## src/rtl/orb_descriptor_packer_if.sv

```systemverilog
// Descriptor packer bundle: core-side capture inputs plus the 32-bit packet stream.
// Latency: none, wires only.
// Backpressure: out_ready throttles the stream; the core side has no ready.
//
// master: the packer (consumes ena/descriptors/in_valid/out_ready, drives out_*)
// slave : the environment (core plus host/DMA side)
interface orb_descriptor_packer_if;
    logic         ena;
    logic [255:0] descriptors;
    logic         in_valid;
    logic [31:0]  out_data;
    logic         out_valid;
    logic         out_ready;
    logic         out_last;

    modport master (
        input  ena, descriptors, in_valid, out_ready,
        output out_data, out_valid, out_last
    );

    modport slave (
        output ena, descriptors, in_valid, out_ready,
        input  out_data, out_valid, out_last
    );
endinterface

```

## src/rtl/orb_descriptor_packer.sv

```systemverilog
// Tags each rBRIEF descriptor with its raster position, queues it and emits 9-word packets.
// Latency: push at edge N gives the header at edge N+1; 10 cycles per packet sustained.
// Backpressure: out_ready stalls the stream; a full queue drops input and sets overflow.
//
// Ports: clk, rst (async active-low), bus (orb_descriptor_packer_if.master),
//        overflow (sticky drop flag), drop_count (saturating drop counter).
// Optional feature macro: ORB_PACKER_STATS_EN enables drop_count, otherwise it is tied to 0.
module orb_descriptor_packer #(
    parameter int IMG_WIDTH         = 640,
    parameter int IMG_HEIGHT        = 480,
    parameter int WIDTH_DESCRIPTORS = 256,
    parameter int DEPTH             = 4
) (
    input  logic                        clk,
    input  logic                        rst,
    orb_descriptor_packer_if.master     bus,
    output logic                        overflow,
    output logic [15:0]                 drop_count
);
    localparam int AW = (DEPTH > 1) ? $clog2(DEPTH) : 1;
    localparam int CW = AW + 1;

    typedef struct packed {
        logic [31:0]                  tag;
        logic [WIDTH_DESCRIPTORS-1:0] desc;
    } entry_t;

    typedef enum logic [1:0] {IDLE, HDR, BODY} state_t;

    logic [15:0]                  col;
    logic [15:0]                  row;
    entry_t                       mem [DEPTH];
    logic [AW-1:0]                wr_ptr;
    logic [AW-1:0]                rd_ptr;
    logic [CW-1:0]                count;
    state_t                       state;
    logic [2:0]                   idx;
    logic [2:0]                   idx_n;
    logic [WIDTH_DESCRIPTORS-1:0] desc_q;
    logic                         full;
    logic                         empty;
    logic                         push;
    logic                         drop;
    logic                         pop;

    // Occupancy is judged at the start of the cycle: a pop this cycle never
    // makes room for a push this cycle.
    assign full  = (count == CW'(DEPTH));
    assign empty = (count == '0);
    assign push  = bus.ena && bus.in_valid && !full;
    assign drop  = bus.ena && bus.in_valid && full;
    // The head entry stays in the queue until its last body word is taken,
    // so the packet in flight still counts toward occupancy.
    assign pop   = (state == BODY) && bus.out_ready && (idx == 3'd7);
    assign idx_n = idx + 3'd1;

    always_ff @(posedge clk or negedge rst) begin
        if (!rst) begin
            col <= '0;
            row <= '0;
        end else if (bus.ena) begin
            if (col == 16'(IMG_WIDTH - 1)) begin
                col <= '0;
                row <= (row == 16'(IMG_HEIGHT - 1)) ? '0 : row + 16'd1;
            end else begin
                col <= col + 16'd1;
            end
        end
    end

    // Storage needs no reset; validity is tracked by count.
    always_ff @(posedge clk) begin
        if (push) begin
            mem[wr_ptr] <= '{tag: {row, col}, desc: bus.descriptors};
        end
    end

    always_ff @(posedge clk or negedge rst) begin
        if (!rst) begin
            wr_ptr   <= '0;
            rd_ptr   <= '0;
            count    <= '0;
            overflow <= 1'b0;
        end else begin
            if (push) wr_ptr <= wr_ptr + AW'(1);
            if (pop)  rd_ptr <= rd_ptr + AW'(1);
            case ({push, pop})
                2'b10:   count <= count + CW'(1);
                2'b01:   count <= count - CW'(1);
                default: count <= count;
            endcase
            if (drop) overflow <= 1'b1;
        end
    end

`ifdef ORB_PACKER_STATS_EN
    always_ff @(posedge clk or negedge rst) begin
        if (!rst) begin
            drop_count <= '0;
        end else if (drop && (drop_count != 16'hFFFF)) begin
            drop_count <= drop_count + 16'd1;
        end
    end
`else
    assign drop_count = '0;
`endif

    // Output stream: all outputs registered, so out_ready never reaches them
    // combinationally. Words hold while out_ready is low.
    always_ff @(posedge clk or negedge rst) begin
        if (!rst) begin
            state         <= IDLE;
            idx           <= '0;
            desc_q        <= '0;
            bus.out_data  <= '0;
            bus.out_valid <= 1'b0;
            bus.out_last  <= 1'b0;
        end else begin
            case (state)
                IDLE: begin
                    if (!empty) begin
                        desc_q        <= mem[rd_ptr].desc;
                        bus.out_data  <= mem[rd_ptr].tag;
                        bus.out_valid <= 1'b1;
                        bus.out_last  <= 1'b0;
                        state         <= HDR;
                    end
                end
                HDR: begin
                    if (bus.out_ready) begin
                        idx          <= '0;
                        bus.out_data <= desc_q[31:0];
                        bus.out_last <= 1'b0;
                        state        <= BODY;
                    end
                end
                BODY: begin
                    if (bus.out_ready) begin
                        if (idx == 3'd7) begin
                            bus.out_valid <= 1'b0;
                            bus.out_last  <= 1'b0;
                            state         <= IDLE;
                        end else begin
                            idx          <= idx_n;
                            bus.out_data <= desc_q[{idx_n, 5'd0} +: 32];
                            bus.out_last <= (idx_n == 3'd7);
                        end
                    end
                end
                default: state <= IDLE;
            endcase
        end
    end
endmodule

```

## src/flat_wrapper.sv

```systemverilog
// flat-port wrapper written by rule: the top's interface ports become plain ports
module orb_descriptor_packer_flat 
#(
    parameter int IMG_WIDTH         = 640,
    parameter int IMG_HEIGHT        = 480,
    parameter int WIDTH_DESCRIPTORS = 256,
    parameter int DEPTH             = 4
)
  (clk, rst, overflow, drop_count, bus_ena, bus_descriptors, bus_in_valid, bus_out_ready, bus_out_data, bus_out_valid, bus_out_last);
  orb_descriptor_packer_if bus_i ();
  input  logic clk;
  input  logic rst;
  output logic overflow;
  output logic [15:0] drop_count;
  input wire logic [$bits(bus_i.ena)-1:0] bus_ena;
  input wire logic [$bits(bus_i.descriptors)-1:0] bus_descriptors;
  input wire logic [$bits(bus_i.in_valid)-1:0] bus_in_valid;
  input wire logic [$bits(bus_i.out_ready)-1:0] bus_out_ready;
  output wire logic [$bits(bus_i.out_data)-1:0] bus_out_data;
  output wire logic [$bits(bus_i.out_valid)-1:0] bus_out_valid;
  output wire logic [$bits(bus_i.out_last)-1:0] bus_out_last;
  assign bus_i.ena = bus_ena;
  assign bus_i.descriptors = bus_descriptors;
  assign bus_i.in_valid = bus_in_valid;
  assign bus_i.out_ready = bus_out_ready;
  assign bus_out_data = bus_i.out_data;
  assign bus_out_valid = bus_i.out_valid;
  assign bus_out_last = bus_i.out_last;
  orb_descriptor_packer #(.IMG_WIDTH(IMG_WIDTH), .IMG_HEIGHT(IMG_HEIGHT), .WIDTH_DESCRIPTORS(WIDTH_DESCRIPTORS), .DEPTH(DEPTH)) u_core (.clk(clk), .rst(rst), .bus(bus_i), .overflow(overflow), .drop_count(drop_count));
endmodule
```

## config.mk

```make
export PLATFORM = sky130hd
export DESIGN_NAME = orb_descriptor_packer_flat
export DESIGN_NICKNAME = d
export VERILOG_FILES = /design/src/rtl/orb_descriptor_packer_if.sv /design/src/rtl/orb_descriptor_packer.sv /design/src/flat_wrapper.sv
export SDC_FILE = /design/constraint.sdc
export NUM_CORES = 1
export LEC_CHECK = 0
export BUFFER_PORTS_ARGS = -buffer_cell sky130_fd_sc_hd__clkbuf_2
export CORE_MARGIN = 4
export CORE_UTILIZATION = 60
export CTS_CLUSTER_DIAMETER = 80
export DETAILED_ROUTE_END_ITERATION = 7
export HOLD_SLACK_MARGIN = 0.12
export PLACE_DENSITY = 0.79
export SLEW_MARGIN = 20
export SYNTH_ARGS = -nofsm -noshare
export SYNTH_HDL_FRONTEND = slang
export SYNTH_SLANG_ARGS = --single-unit
```

## constraint.sdc

```tcl
create_clock -name clk -period 10.9 [get_ports clk]
set_clock_uncertainty 0.2 [all_clocks]
set_input_delay 1.09 -clock clk [delete_from_list [all_inputs] [get_ports clk]]
set_output_delay 1.09 -clock clk [all_outputs]
set_load 0.01 [all_outputs]
```

==> results.yml <==
critical_path:
  reg2reg_from: "u_core.rd_ptr[0]"
  cp-start-kind: "input port"
  r2r_cells: 5
  path_depth: 6
  critPathSlowestCell: "buf_4"
  startpoint: "bus_ena"
  worstPathRequired_ns: 11.05
  cp_cell_sequence: "clkbuf_2 > nand2_1 > a21oi_1 > and2_4 > buf_4 > buf_4"
  worstReg2RegEnd: "u_core.desc_q[206]"
  arrival_ns: 4.42
  path_delay_family: "buffers and inverters"
  crit_fanout: 66
  crit_path_end_kind: "flip-flop"
  max_stage_delay_ns: 0.89
  crit_top_cell: "buf_4"
  crit_buf_inv: 3
  r2r_slack_ns: 6.65
  crit_type: "in -> reg"
  cp-endpoint: "u_core.mem[0][162]"
cells_and_area:
  layout_commonest_cell: "edfxtp_1"
  nFillCells: 5508
  area_delta_synth_final_pct: 13.55
  drive_gt1_frac: 0.3618
  final_cell_area_um2: 64730
  mostFrequentLayoutCells: "edfxtp_1 (1152), dfrtp_1 (332), mux4_2 (319), clkbuf_2 (294), mux2_2 (259)"
  nNetsFinal: 3299
  final_util: 0.6904
job:
  maxCapViolCount: 0
global_route:
  grt_pass1_wl_um: 197300
  grt_max_degree: 152
  grt_use_total: 0.2720
  antenna_found_initial: 43
  grt_overflow_total: 0
  grt_pass1_vias: 29860
clocking:
  cts_buffer_depth: 3
  cts.sinks: 1487
  path_clk_slew_ns: 0.06
  clockRootBuffer: "clkbuf_16"
  cts_repair_resize_count: 0
  cts_tree: "yes"
  htreeDepth: 4
  clk_latency_ns: 0.75
  numCtsBuffers: 146
  post_cts_buffers: 0
  ctsHoldBuffers: 0
synth:
  ys_seq_area_frac: 0.7539
  yosysUniqueCellTypes: 50
  postSynthCellCount: 2686
  ys_ff_latch: 1487
  synth_enable_flop_cells: 1152
  synth_flop_cell: "edfxtp_1"
  yosys_warnings: 0
  async_flop_share: 0.2253
  syn_area_um2: 57000
  syn_area_per_cell_um2: 21.22
sta:
  tns_ns: 0
  setup_violations: 0
  finalHoldViolCount: 0
  worst_slew_pin_slew_ns: 1.219
  finalCriticalPeriod_ns: 4.275
  rsz0062_at_grt: "no"
  slew_headroom: 0.1876
  maxSlewViolCount: 0
  fin_crit_sh: 0.3922
  max_freq_mhz: 233.9
detailed_routing:
  ant_nets: 0
  wl_per_cell_um: 30.18
  vias: 28400
  drc: 0
  drt_first_pass_iters: 6
  vias_per_cell: 6.410
  drt-initial-drc-count: 3237
  wl_um: 133700
power:
  p_leak_uw: 0.02224
  power.density_nw_per_um2: 258.7
  ir_drop_mv: 0.2606
  total_power_uw: 16740
min_path:
  holdCritPathClass: "in -> async"
status:
  outcome: "completed"
floorplan:
  die_w_um: 316.2
  die_height_um: 316.2
  row_count: 112
  start_util: 0.6081
  top_level_ports: 312
  die_area_um2: 100000
  core_area_um2: 93750
placed_design:
  portBuffers: 295
  place_hpwl_um: 79250
  dpl-instance-area_um2: 59750
  place.gp.congestion: 0.8539
[power by group]
group          total, uW  switching [uW]  internal, uW
sequential          7850             646          7200
combinational       3870            2180          1690
clock               5020            2080          2940
[routing by layer]
| metal | up-vias | share of wire | GRT usage |
|---|---|---|---|
| li1 | 11650 | - | - |
| met4 | 24 | 0.040 | 0.1194 |
| met2 | 1393 | 0.51 | 0.4465 |
| met1 | 15070 | 0.36 | 0.3473 |
| met5 | - | 0.0013 | 0 |
| met3 | 266 | 0.087 | 0.07385 |
[how the worst min path moves through the flow]
stage                                  startpoint                 endpoint  cells after the start
after floorplan                 u_core.desc_q[32]        u_core.desc_q[32]                      1
after global placement    u_core.bus.out_data[29]  u_core.bus.out_data[29]                      2
after detailed placement  u_core.bus.out_data[27]  u_core.bus.out_data[27]                      2
after CTS                                     rst       u_core.desc_q[123]                      1
after global routing                          rst       u_core.desc_q[123]                      1
final                                         rst       u_core.desc_q[123]                      1
[cell type report]
cell class                      count  area, um^2  share of cell area
Multi-Input combinational cell   1036       13300              0.2055
Sequential cell                  1487       42990              0.6641
Inverter                           21       78.83            0.001218
Timing Repair Buffer              330        1888             0.02917
Clock inverter                     63       683.2             0.01055
Antenna cell                       29       72.57            0.001121
Tap cell                         1254        1569             0.02424
Clock buffer                      211        4144             0.06402
[state kept, by name (all words and copies together), names as in the netlist, 2 cells and up]
register,flops
u_core.bus.out_data,32
u_core.col,16
u_core.count,3
u_core.desc_q,256
u_core.idx,3
u_core.mem,1152
u_core.rd_ptr,2
u_core.row,16
u_core.state,2
u_core.wr_ptr,2
[per-stage QoR]
stage | instances | hold slack [ns] | setup WS (ns)
finish | 4431 | 0.1241 | 6.625
global route | 4422 | 0.1483 | 6.270
detailed placement | 4126 | 0.2858 | 5.937
CTS | 4400 | 0.1210 | 6.625
global placement | 4126 | 0.2778 | 6.148
floorplan | 2701 | 0.2739 | 1.693
[cells in the mapped netlist, types with 4 or more instances]
cell type / number / share of area
nand4_1: 12 / 0.0013
mux2_2: 259 / 0.051
and2_1: 4 / 0.00044
o21ai_0: 10 / 0.00088
clkbuf_1: 53 / 0.0035
nand2_1: 52 / 0.0034
a21oi_1: 37 / 0.0032
xnor2_1: 18 / 0.0028
a211oi_2: 4 / 0.00088
mux4_2: 319 / 0.13
o21ai_1: 4 / 0.00035
nor2_1: 48 / 0.0032
inv_1: 20 / 0.0013
mux2i_1: 66 / 0.012
a21boi_0: 31 / 0.0041
ha_1: 15 / 0.0033
and4_1: 5 / 0.00077
buf_2: 66 / 0.0058
nor4_1: 4 / 0.00044
edfxtp_1: 1152 / 0.61
dfrtp_1: 335 / 0.15
o221ai_1: 33 / 0.0051
buf_1: 19 / 0.0013
and3_1: 8 / 0.00088
xor2_1: 11 / 0.0017
buf_4: 18 / 0.0024
o31ai_1: 33 / 0.0043
nand3_1: 15 / 0.0013
nor3_1: 5 / 0.00044
[cell families after synthesis]
logic type | Yosys count | synth area share
flip-flops | 1487 | 0.7539
multiplexers | 644 | 0.1888
buffers and inverters | 178 | 0.01449
AND/OR/NAND/NOR | 169 | 0.01440
AO/OA/AOI/OAI | 162 | 0.02026
XOR/XNOR | 29 | 0.004456
adder cells (fa/ha/maj) | 16 | 0.003644
other | 1 | 0.00006578
Note: power is estimated with default switching activity, not from simulation.
